<file path="config.mk">
export PLATFORM = sky130hd
export DESIGN_NAME = led_pattern_monitor_flat
export DESIGN_NICKNAME = d
export VERILOG_FILES = /design/src/rtl/led_pattern_monitor_if.sv /design/src/rtl/led_pattern_monitor.sv /design/src/flat_wrapper.sv
export SDC_FILE = /design/constraint.sdc
export NUM_CORES = 1
export LEC_CHECK = 0
export ABC_CLOCK_PERIOD_IN_PS = 2600
export CORE_AREA = 2 2 65 67
export DETAILED_ROUTE_END_ITERATION = 6
export DIE_AREA = 0 0 67 69
export PLACE_DENSITY = 0.57
export SLEW_MARGIN = 10
export SYNTH_ARGS = -nofsm -noshare
export SYNTH_HDL_FRONTEND = slang
export SYNTH_SLANG_ARGS = --single-unit
</file>
<file path="constraint.sdc">
create_clock -name clock -period 2.6 [get_ports clock]
set_input_delay 0.26 -clock clock [delete_from_list [all_inputs] [get_ports clock]]
set_output_delay 0.26 -clock clock [all_outputs]
set_load 0.03 [all_outputs]
</file>
<file path="src/rtl/led_pattern_monitor_if.sv">
// Interface bundling the LED bus, the sample/clear qualifiers and all monitor results.
// The master side drives the LED bus and controls; the slave side is the monitor.
interface led_pattern_monitor_if #(
  parameter int NB_LEDS = 4,
  parameter int NB_POS  = 2,
  parameter int NB_LAPS = 8
);
  logic [NB_LEDS-1:0] i_led;
  logic               i_sample;
  logic               i_clear;
  logic [NB_POS-1:0]  o_position;
  logic               o_dir;
  logic               o_step;
  logic               o_reversal;
  logic               o_locked;
  logic               o_error;
  logic [1:0]         o_err_code;
  logic [NB_LAPS-1:0] o_laps;

  modport master (
    output i_led, i_sample, i_clear,
    input  o_position, o_dir, o_step, o_reversal, o_locked, o_error, o_err_code, o_laps
  );

  modport slave (
    input  i_led, i_sample, i_clear,
    output o_position, o_dir, o_step, o_reversal, o_locked, o_error, o_err_code, o_laps
  );
endinterface

</file>
<file path="src/rtl/led_pattern_monitor.sv">
// Tracks a rotating one-hot LED pattern: locks onto the lit position, reports steps,
// direction reversals and wrap-around laps, and latches a sticky error on illegal patterns.
module led_pattern_monitor #(
  parameter int NB_LEDS = 4,
  parameter int NB_POS  = 2,
  parameter int NB_LAPS = 8
) (
  input  logic                 clock,
  input  logic                 i_reset,
  led_pattern_monitor_if.slave mon
);

  localparam logic [1:0] ST_SEEK  = 2'd0;
  localparam logic [1:0] ST_TRACK = 2'd1;
  localparam logic [1:0] ST_ERROR = 2'd2;

  localparam logic [1:0] ERR_NONE   = 2'b00;
  localparam logic [1:0] ERR_ONEHOT = 2'b01;
  localparam logic [1:0] ERR_JUMP   = 2'b10;

  localparam logic [NB_POS-1:0] LAST_POS = NB_POS'(NB_LEDS - 1);

  function automatic logic is_onehot(input logic [NB_LEDS-1:0] v);
    return (v != {NB_LEDS{1'b0}}) && ((v & (v - NB_LEDS'(1))) == {NB_LEDS{1'b0}});
  endfunction

  function automatic logic [NB_POS-1:0] lit_index(input logic [NB_LEDS-1:0] v);
    logic [NB_POS-1:0] idx;
    idx = {NB_POS{1'b0}};
    for (int i = 0; i < NB_LEDS; i++) begin
      if (v[i]) begin
        idx = NB_POS'(i);
      end else begin
        idx = idx;
      end
    end
    return idx;
  endfunction

  logic [1:0]         r_state;
  logic [NB_POS-1:0]  r_position;
  logic               r_dir;
  logic               r_step;
  logic               r_reversal;
  logic               r_locked;
  logic               r_error;
  logic [1:0]         r_err_code;
  logic [NB_LAPS-1:0] r_laps;
  logic               r_stepped;

  logic [1:0]         w_state;
  logic [NB_POS-1:0]  w_position;
  logic               w_dir;
  logic               w_step;
  logic               w_reversal;
  logic [1:0]         w_err_code;
  logic [NB_LAPS-1:0] w_laps;
  logic               w_stepped;

  logic               w_onehot;
  logic [NB_POS-1:0]  w_idx;
  logic [NB_POS-1:0]  w_fwd_idx;
  logic [NB_POS-1:0]  w_rev_idx;

  assign w_onehot  = is_onehot(mon.i_led);
  assign w_idx     = lit_index(mon.i_led);
  assign w_fwd_idx = (r_position == LAST_POS) ? {NB_POS{1'b0}} : r_position + NB_POS'(1);
  assign w_rev_idx = (r_position == {NB_POS{1'b0}}) ? LAST_POS : r_position - NB_POS'(1);

  // Next-state and next-output decode for the SEEK/TRACK/ERROR tracker
  always_comb begin
    w_state    = r_state;
    w_position = r_position;
    w_dir      = r_dir;
    w_step     = 1'b0;
    w_reversal = 1'b0;
    w_err_code = r_err_code;
    w_laps     = r_laps;
    w_stepped  = r_stepped;
    if (mon.i_clear) begin
      w_state    = ST_SEEK;
      w_position = {NB_POS{1'b0}};
      w_dir      = 1'b0;
      w_err_code = ERR_NONE;
      w_laps     = {NB_LAPS{1'b0}};
      w_stepped  = 1'b0;
    end else if (mon.i_sample) begin
      case (r_state)
        ST_SEEK: begin
          if (w_onehot) begin
            w_state    = ST_TRACK;
            w_position = w_idx;
            w_stepped  = 1'b0;
          end else begin
            w_state = ST_SEEK;
          end
        end
        ST_TRACK: begin
          // Not-one-hot is checked first so it wins over an illegal jump
          if (!w_onehot) begin
            w_state    = ST_ERROR;
            w_err_code = ERR_ONEHOT;
          end else if (w_idx == r_position) begin
            w_state = ST_TRACK;
          end else if (w_idx == w_fwd_idx) begin
            w_position = w_idx;
            w_dir      = 1'b0;
            w_step     = 1'b1;
            w_reversal = r_stepped && r_dir;
            w_stepped  = 1'b1;
            if (r_position == LAST_POS) begin
              w_laps = r_laps + NB_LAPS'(1);
            end else begin
              w_laps = r_laps;
            end
          end else if (w_idx == w_rev_idx) begin
            w_position = w_idx;
            w_dir      = 1'b1;
            w_step     = 1'b1;
            w_reversal = r_stepped && !r_dir;
            w_stepped  = 1'b1;
            if (r_position == {NB_POS{1'b0}}) begin
              w_laps = r_laps + NB_LAPS'(1);
            end else begin
              w_laps = r_laps;
            end
          end else begin
            w_state    = ST_ERROR;
            w_err_code = ERR_JUMP;
          end
        end
        ST_ERROR: begin
          w_state = ST_ERROR;
        end
        default: begin
          w_state    = ST_SEEK;
          w_position = {NB_POS{1'b0}};
          w_dir      = 1'b0;
          w_err_code = ERR_NONE;
          w_laps     = {NB_LAPS{1'b0}};
          w_stepped  = 1'b0;
        end
      endcase
    end else begin
      w_state = r_state;
    end
  end

  // State and output registers with asynchronous active-low reset
  always_ff @(posedge clock or negedge i_reset) begin
    if (!i_reset) begin
      r_state    <= ST_SEEK;
      r_position <= {NB_POS{1'b0}};
      r_dir      <= 1'b0;
      r_step     <= 1'b0;
      r_reversal <= 1'b0;
      r_locked   <= 1'b0;
      r_error    <= 1'b0;
      r_err_code <= ERR_NONE;
      r_laps     <= {NB_LAPS{1'b0}};
      r_stepped  <= 1'b0;
    end else begin
      r_state    <= w_state;
      r_position <= w_position;
      r_dir      <= w_dir;
      r_step     <= w_step;
      r_reversal <= w_reversal;
      r_locked   <= (w_state == ST_TRACK);
      r_error    <= (w_state == ST_ERROR);
      r_err_code <= w_err_code;
      r_laps     <= w_laps;
      r_stepped  <= w_stepped;
    end
  end

  assign mon.o_position = r_position;
  assign mon.o_dir      = r_dir;
  assign mon.o_step     = r_step;
  assign mon.o_reversal = r_reversal;
  assign mon.o_locked   = r_locked;
  assign mon.o_error    = r_error;
  assign mon.o_err_code = r_err_code;
  assign mon.o_laps     = r_laps;

endmodule
</file>
<file path="src/flat_wrapper.sv">
// flat-port wrapper written by rule: the top's interface ports become plain ports
module led_pattern_monitor_flat 
#(
  parameter int NB_LEDS = 4,
  parameter int NB_POS  = 2,
  parameter int NB_LAPS = 8
)
  (clock, i_reset, mon_i_led, mon_i_sample, mon_i_clear, mon_o_position, mon_o_dir, mon_o_step, mon_o_reversal, mon_o_locked, mon_o_error, mon_o_err_code, mon_o_laps);
  led_pattern_monitor_if #(.NB_LEDS(NB_LEDS), .NB_POS(NB_POS), .NB_LAPS(NB_LAPS)) mon_i ();
  input  logic clock;
  input  logic i_reset;
  input wire logic [$bits(mon_i.i_led)-1:0] mon_i_led;
  input wire logic [$bits(mon_i.i_sample)-1:0] mon_i_sample;
  input wire logic [$bits(mon_i.i_clear)-1:0] mon_i_clear;
  output wire logic [$bits(mon_i.o_position)-1:0] mon_o_position;
  output wire logic [$bits(mon_i.o_dir)-1:0] mon_o_dir;
  output wire logic [$bits(mon_i.o_step)-1:0] mon_o_step;
  output wire logic [$bits(mon_i.o_reversal)-1:0] mon_o_reversal;
  output wire logic [$bits(mon_i.o_locked)-1:0] mon_o_locked;
  output wire logic [$bits(mon_i.o_error)-1:0] mon_o_error;
  output wire logic [$bits(mon_i.o_err_code)-1:0] mon_o_err_code;
  output wire logic [$bits(mon_i.o_laps)-1:0] mon_o_laps;
  assign mon_i.i_led = mon_i_led;
  assign mon_i.i_sample = mon_i_sample;
  assign mon_i.i_clear = mon_i_clear;
  assign mon_o_position = mon_i.o_position;
  assign mon_o_dir = mon_i.o_dir;
  assign mon_o_step = mon_i.o_step;
  assign mon_o_reversal = mon_i.o_reversal;
  assign mon_o_locked = mon_i.o_locked;
  assign mon_o_error = mon_i.o_error;
  assign mon_o_err_code = mon_i.o_err_code;
  assign mon_o_laps = mon_i.o_laps;
  led_pattern_monitor #(.NB_LEDS(NB_LEDS), .NB_POS(NB_POS), .NB_LAPS(NB_LAPS)) u_core (.clock(clock), .i_reset(i_reset), .mon(mon_i));
endmodule
</file>
Word level (Yosys, flattened, before mapping)
Index checks and enable logic that the tools add are counted.
{ "classes": {"add_sub_neg": 4, "n_mul": 0, "n_div": 0, "magnitude_cmp": 0, "eq_ne": 19, "shifts": 0, "n_mux": 65, "n_bitwise": 1, "reduce_logical": 14} }
{ "ops": {"columns": ["cell", "n"], "rows": [
  ["$mux 8", 8],
  ["$mux 2", 23],
  ["$mux 1", 28],
  ["$pmux 8 s2", 1],
  ["$ne 4x4->1 const B", 3],
  ["$pmux 2 s3", 2],
  ["$reduce_and 5->1", 2],
  ["$add 8x1->8 const B", 1],
  ["$ne 4x2->1 const B", 2],
  ["$reduce_and 7->1", 1],
  ["$eq 2x2->1", 3],
  ["$eq 2x2->1 const B", 3],
  ["$ne 3x2->1 const B", 2],
  ["$reduce_and 6->1", 1],
  ["$and 4x4->4", 1],
  ["$eq 2x1->1 const B", 2],
  ["$logic_not 2->1", 2],
  ["$logic_not 4->1", 1],
  ["$ne 4x3->1 const B", 1],
  ["$pmux 2 s2", 1],
  ["$reduce_bool 4->1", 1],
  ["$sub 4x1->4 const B", 1],
  ["$logic_and 1x1->1", 3],
  ["$ne 3x3->1 const B", 1],
  ["9 further kinds", 9]
]} }
{ "totals": {"ff_bits": 20, "latchBits": 0, "ram_bits": 0, "mem_bits_ro": 0, "input_bits": 8, "out_inout_bits": 17, "mem_count": 0} }

Logic depth before layout (Yosys ltp)
Gate-level depths: netlist of the first run.
{ "logic_depth": {"ltp_word": 12, "mapped_depth": 8, "depth_no_buf": 8} }

Least setup slack after synthesis of the first run
No wires, ideal clock.
{ "synth_path": {"kind": "register to register", "start": "reg u_core.r_position[0] (netlist: u_core.mon.o_position[0])", "end": "reg u_core.r_position[1] (netlist: u_core.mon.o_position[1])", "setup_time_ps": 128, "t_arrival_ps": 2422, "path_slack_ps": 50, "path_stages_with_launch": 9, "n_path_buf": 0, "cell_sequence": "dfrtp_1 > inv_1 > ha_1 > nand2b_1 > xnor2_1 > a311o_1 > o211ai_4 > a22oi_1 > mux2_1"} }
{ "synth_between": {"elab_chain_len": 9} }
{ "synth_lines": {"columns": ["item", "line", "source"], "rows": [
  ["from (decl)", "led_pattern_monitor.sv:41", "logic [NB_POS-1:0] r_position;"],
  ["from (signal assigned)", "led_pattern_monitor.sv:153", "r_position <= {NB_POS{1'b0}};"],
  ["from (signal assigned)", "led_pattern_monitor.sv:164", "r_position <= w_position;"],
  ["$add 2x1->2 / $eq 2x2->1 (equally long branches)", "led_pattern_monitor.sv:67", "assign w_fwd_idx = (r_position == LAST_POS) ? {NB_POS{1'b0}} : r_position + NB_POS'(1);"],
  ["$mux 2", "led_pattern_monitor.sv:67", null],
  ["$eq 2x2->1", "led_pattern_monitor.sv:105", "end else if (w_idx == w_fwd_idx) begin"],
  ["$mux 2", "led_pattern_monitor.sv:105", null],
  ["$mux 2", "led_pattern_monitor.sv:103", "end else if (w_idx == r_position) begin"],
  ["$mux 2", "led_pattern_monitor.sv:100", "if (!w_onehot) begin"],
  ["$pmux 2 s3", "led_pattern_monitor.sv:88", "case (r_state)"],
  ["$mux 2", "led_pattern_monitor.sv:87", "end else if (mon.i_sample) begin"],
  ["$mux 2", "led_pattern_monitor.sv:80", "if (mon.i_clear) begin"]
]} }
Parallel ways exist; a longest one is shown, timed or not. The select of a mux whose other input is x is not followed.
A chain may end at the register's enable or synchronous reset.

Final worst setup path of the first run
{ "layout_path": {"start": "reg u_core.r_position[1] (netlist: u_core.mon.o_position[1])", "end": "reg u_core.r_position[1] (netlist: u_core.mon.o_position[1])"} }
Same word-level chain as after synthesis.

==> flow_summary_export.csv, run 1 <==
group,metric,value,unit
run_status,outcome,"finished clean",
routing,first_pass_iters,4,
final_layout,final_cell_area,1720,sq um
critical_path,regToRegStartpoint,"u_core.mon.o_position[1]",
routing,num_vias,1189,
logic_synthesis,synth_cell_types,45,
timing,fmaxAchievable,410,MHz
power_and_ir_drop,pwr_density_cell,451,nW/um^2
final_layout,antennaDiodeCount,0,
cts,cts_buffers,3,
cts,cts_tree,"yes",
cts,postCtsSetupBuffers,0,
routing,wl_per_cell,13.7,um
timing,max_slew_margin,39.6,%
routing,vias_per_cell,5.33,
logic_synthesis,synth_edf_count,0,
cts,clock_sinks,20,
critical_path,criticalPathCategory,"flop to flop",
routing,first_iter_violations,57,
grt,grt_pass1_wl,5.39,mm
timing,hold_viol,0,
logic_synthesis,seq_area_frac_synth,38.0,%
logic_synthesis,synthMostInstantiatedCell,"dfrtp_1",
cts,path_clk_slew,0.07,ns
grt,antenna_found_initial,0,
placed_design,place_ws,0.0905,ns
floorplanning,core,3910,sq um
critical_path,r2r_slack,0.16,ns
logic_synthesis,syn-num-nets,153,
placed_design,gp_congestion,0.856,
critical_path,cp_data_arrival_time,2.58,ns
floorplanning,rows,23,
logic_synthesis,ys_ff_latch,20,
grt,grt_pass1_vias,1131,
final_layout,fin_util,43.9,%
timing,fin_crit_sh,93.9,%
logic_synthesis,ys_async_sr_fraction,100,%
final_layout,drive_gt1_share,12.1,%
logic_synthesis,yosysTopAreaCellShare,38.0,%
critical_path,critPathLaunchType,"flop",
cts,insertion_delay,0.25,ns
placed_design,place.detailed.hpwl,2.35,mm
final_layout,layout.nets,186,
critical_path,r2r_cells,8,
critical_path,critPathRequiredTime,2.74,ns
floorplanning,start_util,33.7,%
timing,rsz0062_at_grt,"no",
power_and_ir_drop,ir_drop,0.198,mV
placed_design,placed_cell_area,1670,sq um
critical_path,reg2reg_to,"u_core.mon.o_position[1]",
timing,slew_viol_final,0,
critical_path,crit_path_end_kind,"flop",
logic_synthesis,ys.flop_type,"dfrtp_1",
grt,overflow,0,
cts,cts-root-buf,"clkbuf_8",
logic_synthesis,synth_warnings,0,
cts,cts_buffer_depth,2,
timing,setup_ws,0.159,ns
timing,layout_min_cycle_time,2.44,ns
job,drv_cap,0,
routing,drt-total-wl,3.05,mm
floorplanning,dieArea,4620,sq um
logic_synthesis,yosys-top-cells-area,"dfrtp_1 (38%), mux2i_1 (6.1%), nand2b_1 (4.3%)",
timing,tightest_slew,0.906,ns
timing,finClkSkew,0.00378,ns
logic_synthesis,netlist_top_cells_count,"dfrtp_1 (20), inv_1 (11), nand2_1 (10)",
timing,finalSetupTns,0,ns
cts,cts_max_level,1,
critical_path,worstPathMaxFanout,10,
hold_path,hold_class,"primary input to asynchronous set/reset pin",
floorplanning,die_x,67,um
logic_synthesis,syn_inst,142,
logic_synthesis,syn-cell-area,1320,sq um
timing,setup_viol,0,
logic_synthesis,synth.avg_cell_area,9.29,sq um
routing,ant_nets,0,
floorplanning,ios,25,
placed_design,io_buffers,24,
power_and_ir_drop,power_leakage,0.715,nW
logic_synthesis,synth_area_leader_cell,"dfrtp_1",
routing,drc,0,
grt,grt_max_degree,21,
final_layout,area_delta_synth_final,30.2,%
grt,grt_usage,14.7,%
floorplanning,dieHeight,69,um
final cells by class:
class / count / area [sq um]
clock buffers: 3 / 41.3
fillers: 391 / 2200
inverters: 11 / 41.3
multi-input cells: 106 / 763
flip-flops and latches: 20 / 500
well taps: 50 / 62.6
repair buffers: 33 / 308
state kept, by name, indices dropped and copies added (netlist names):
register / flops
u_core.mon.o_reversal: 1
u_core.r_stepped: 1
u_core.mon.o_position: 2
u_core.r_state: 2
u_core.mon.o_step: 1
u_core.mon.o_laps: 8
u_core.mon.o_err_code: 2
u_core.mon.o_locked: 1
u_core.mon.o_dir: 1
u_core.mon.o_error: 1
where the power goes:
group / switching [mW] / leakage [nW] / internal, mW
Combinational: 0.140 / 0.420 / 0.102
Clock: 0.0947 / 0.0216 / 0.103
Sequential: 0.0122 / 0.274 / 0.322
per-layer routing:
metal  track usage (%)  vias up  share of wire, %
met5                 0        -                 0
met4              4.08        0              0.75
met3              2.12        2               3.6
met2              24.8       27                50
met1              19.2      577                45
li1                  -      583                 -
cell families after synthesis:
| family | after synthesis | synth area share, % |
|---|---|---|
| DFF | 20 | 38.0 |
| and+or+nand+nor | 52 | 22.3 |
| AOI/OAI and AO/OA | 37 | 21.4 |
| muxes | 11 | 8.92 |
| adders and majority gates | 3 | 2.85 |
| xor gates and xnor gates | 3 | 1.99 |
| buffers and inverters | 16 | 4.55 |
how the worst max path moves through the flow:
stage                                           to  slack [ns]  cells past startpoint                     start
after detailed placement  u_core.mon.o_position[1]        0.09                      7              mon_i_led[2]
after global placement    u_core.mon.o_position[1]        0.12                      7              mon_i_led[2]
after global routing              u_core.mon.o_dir      0.0007                      8  u_core.mon.o_position[1]
after CTS                 u_core.mon.o_position[1]        0.12                      8  u_core.mon.o_position[1]
final                     u_core.mon.o_position[1]        0.16                      8  u_core.mon.o_position[1]
after floorplan           u_core.mon.o_position[1]        0.05                      8  u_core.mon.o_position[0]
stage by stage:
stage,hold WS (ns),cells,power [mW]
2_1_floorplan,-0.0356,142,0.487
3_3_place_gp,0.486,220,0.581
3_5_place_dp,0.487,220,0.580
4_1_cts,0.361,223,0.784
5_1_grt,0.367,223,0.832
6_report,0.351,223,0.774
layout by cell type (no fill, tap or decap), types with 3 or more instances in the layout:
master	count
clkdlybuf4s50_1	24
dfrtp_1	20
inv_1	11
nand2_1	10
nand2b_1	9
buf_4	9
mux2i_1	8
nor2_1	7
a21oi_1	7
a211oi_1	5
and3_1	4
o21ai_0	4
xnor2_1	3
nand4_1	3
nor3_1	3
nand4b_1	3
o21ai_1	3
ha_1	3
clkbuf_8	3
repair_timing:
item / CTS / global route
gates resized for setup: 0 / 1
hold endpoints to repair: 0 / 0
hold buffers: 0 / 0
endpoints found under the setup margin: 0 / 2
worst max-delay path, cell delays in order (launching register included):
cell and delay, ns:
dfrtp_1 0.44, inv_1 0.10, ha_1 0.21, nand2b_1 0.21, xnor2_1 0.16, a311o_1 0.39, o211ai_4 0.32, a22oi_2 0.16
mux2_1 0.33
Note: power is estimated with default switching activity, not from simulation.
==> run 2, diff against run 1 <==
- PLACE_DENSITY: 0.57 -> 0.54
==> flow_summary_export.csv, run 2 (same netlist as run 1, synthesis figures left out) <==
group,metric,value,unit
floorplanning,die_x,67,um
power_and_ir_drop,clkPwrFrac,25.4,%
final_layout,antennaDiodeCount,0,
final_layout,multiInputGateArea,771,sq um
timing,rsz0062_at_grt,"yes",
power_and_ir_drop,power_leakage,0.715,nW
critical_path,critPathRequiredTime,2.74,ns
critical_path,criticalPathCategory,"flop to flop",
routing,ant_nets,0,
floorplanning,start_util,33.7,%
final_layout,layout.nets,186,
final_layout,final_cell_area,1730,sq um
floorplanning,dieArea,4620,sq um
cts,insertion_delay,0.25,ns
grt,grt_pass1_wl,5.26,mm
floorplanning,dieHeight,69,um
power_and_ir_drop,seqPwrFrac,43.1,%
routing,num_vias,1157,
timing,fin_hold_ws,0.339,ns
timing,finClkSkew,0.00133,ns
final_layout,nFillCells,405,
routing,first_iter_violations,82,
power_and_ir_drop,p_int,0.528,mW
timing,layout_min_cycle_time,2.47,ns
final_layout,largest_register_ffs,8,
cts,cts_buffers,3,
placed_design,io_buffers,24,
final_layout,final_common_cell,"clkdlybuf4s50_1",
placed_design,place_ws,0.0393,ns
cts,ctsHoldBuffers,0,
grt,antenna_found_initial,0,
critical_path,critPathLaunchType,"flop",
routing,drt-total-wl,3.19,mm
cts,path_clk_slew,0.07,ns
timing,max_slew_margin,51.9,%
run_status,outcome,"finished clean",
timing,setup_viol,0,
final_layout,drive_gt1_share,13.9,%
timing,setup_ws,0.130,ns
timing,fin_crit_sh,95.0,%
placed_design,placed_cell_area,1670,sq um
routing,vias_per_cell,5.19,
job,drv_cap,0,
hold_path,hold_class,"primary input to asynchronous set/reset pin",
critical_path,crit_path_end_kind,"flop",
grt,grt_usage,14.4,%
grt,grt_max_degree,21,
routing,first_pass_iters,4,
cts,clock_sinks,20,
routing,drc,0,
critical_path,cpMaxStageDelayCell,"dfrtp_1",
final_layout,regArea,502,sq um
cts,cts_tree,"yes",
cts,cts_max_level,1,
timing,finalSetupTns,0,ns
timing,slew_viol_final,0,
cts,cts_buffer_depth,2,
power_and_ir_drop,p_sw,0.251,mW
critical_path,cp_data_arrival_time,2.61,ns
timing,hold_viol,0,
grt,overflow,0,
cts,cts-root-buf,"clkbuf_8",
floorplanning,ios,25,
power_and_ir_drop,ir_drop,0.180,mV
placed_design,place.detailed.hpwl,2.42,mm
placed_design,gp_congestion,0.871,
power_and_ir_drop,switching_share,32.3,%
cts,postCtsSetupBuffers,0,
critical_path,path_cells,"inv_1 -> ha_1 -> nand2b_2 -> xnor2_1 -> a311o_1 -> o211ai_4 -> a22oi_2 -> mux2_1",
power_and_ir_drop,p_comb_share,31.6,%
final_layout,area_delta_synth_final,30.8,%
critical_path,max_stage_delay,0.42,ns
routing,wl_per_cell,14.3,um
floorplanning,core,3910,sq um
floorplanning,rows,23,
grt,grt_pass1_vias,1199,
timing,fmaxAchievable,405,MHz
critical_path,worstPathMaxFanout,10,
power_and_ir_drop,pwr_density_cell,452,nW/um^2
final_layout,mostFrequentLayoutCells,"clkdlybuf4s50_1 (24), dfrtp_1 (19), inv_1 (11), nand2_1 (10), buf_4 (9)",
timing,tightest_slew,0.722,ns
run 2: changes by cell type in the layout (fill, tap and decap cells not counted):
cell / delta
nor3b_1: -1
nand2b_1: -1
nand2b_2: +1
nor3b_2: +1
dfrtp_1: -1
dfrtp_2: +1
run 2: final cells by class:
class / count / area share [%]
Sequential cell: 20 / 29.1
Inverter: 11 / 2.39
Tap cell: 50 / 3.63
Timing Repair Buffer: 33 / 17.8
Multi-Input combinational cell: 106 / 44.7
Clock buffer: 3 / 2.39
run 2: what timing repair did:
action                                 4_1_cts  5_1_grt
setup endpoints to repair                    0        5
resized for setup                            0        4
endpoints found under the hold margin        0        0
run 2: power groups by stage:
stage                     Combinational [mW]  Sequential (mW)  Clock [mW]
final                                  0.246            0.336       0.198
after global routing                   0.268            0.338       0.216
after CTS                              0.241            0.334       0.203
after detailed placement               0.241            0.340           0
after global placement                 0.241            0.340           0
after floorplan                        0.131            0.356           0
run 2: worst paths after layout:
| check | startpoint | endpoint | slack, ns | cells after the start |
|---|---|---|---|---|
| setup / recovery | u_core.mon.o_position[0] | u_core.mon.o_position[1] | 0.13 | 8 |
| hold / removal | i_reset | u_core.mon.o_laps[1] | 0.34 | 2 |
| setup reg to reg | u_core.mon.o_position[0] | u_core.mon.o_position[1] | 0.13 | 8 |
| hold reg to reg | u_core.mon.o_err_code[1] | u_core.mon.o_err_code[1] | 0.50 | 1 |
| max in group asynchronous | i_reset | u_core.mon.o_position[1] | 2.04 | 2 |
| min in group clock | u_core.mon.o_err_code[1] | u_core.mon.o_err_code[1] | 0.50 | 1 |
run 2: through the flow:
stage                     utilization [%]  power [mW]  instances
final                                44.1       0.779        223
after global routing                 44.1       0.822        223
after CTS                            43.7       0.779        223
after detailed placement             42.7       0.581        220
after global placement               42.7       0.581        220
after floorplan                         -       0.487        142
run 2: worst max-delay path, delay by kind of cell (launching register included):
kind            cells  cell delay (ns)
simple gates        1             0.23
compound gates      3             0.89
fa+ha+maj           1             0.22
xor+xnor            1             0.15
flops               1             0.42
mux                 1             0.33
buf+inv             1             0.10
run 2: metal layers:
| metal | vias to the layer above | share of wire (%) | routed length (um) | track usage (%) |
|---|---|---|---|---|
| met1 | 552 | 46 | 1470 | 17.7 |
| met4 | 0 | 0.91 | 29 | 5.44 |
| li1 | 582 | - | - | - |
| met2 | 21 | 51 | 1620 | 25.2 |
| met3 | 2 | 2.3 | 72 | 1.47 |
| met5 | - | 0 | 0 | 0 |
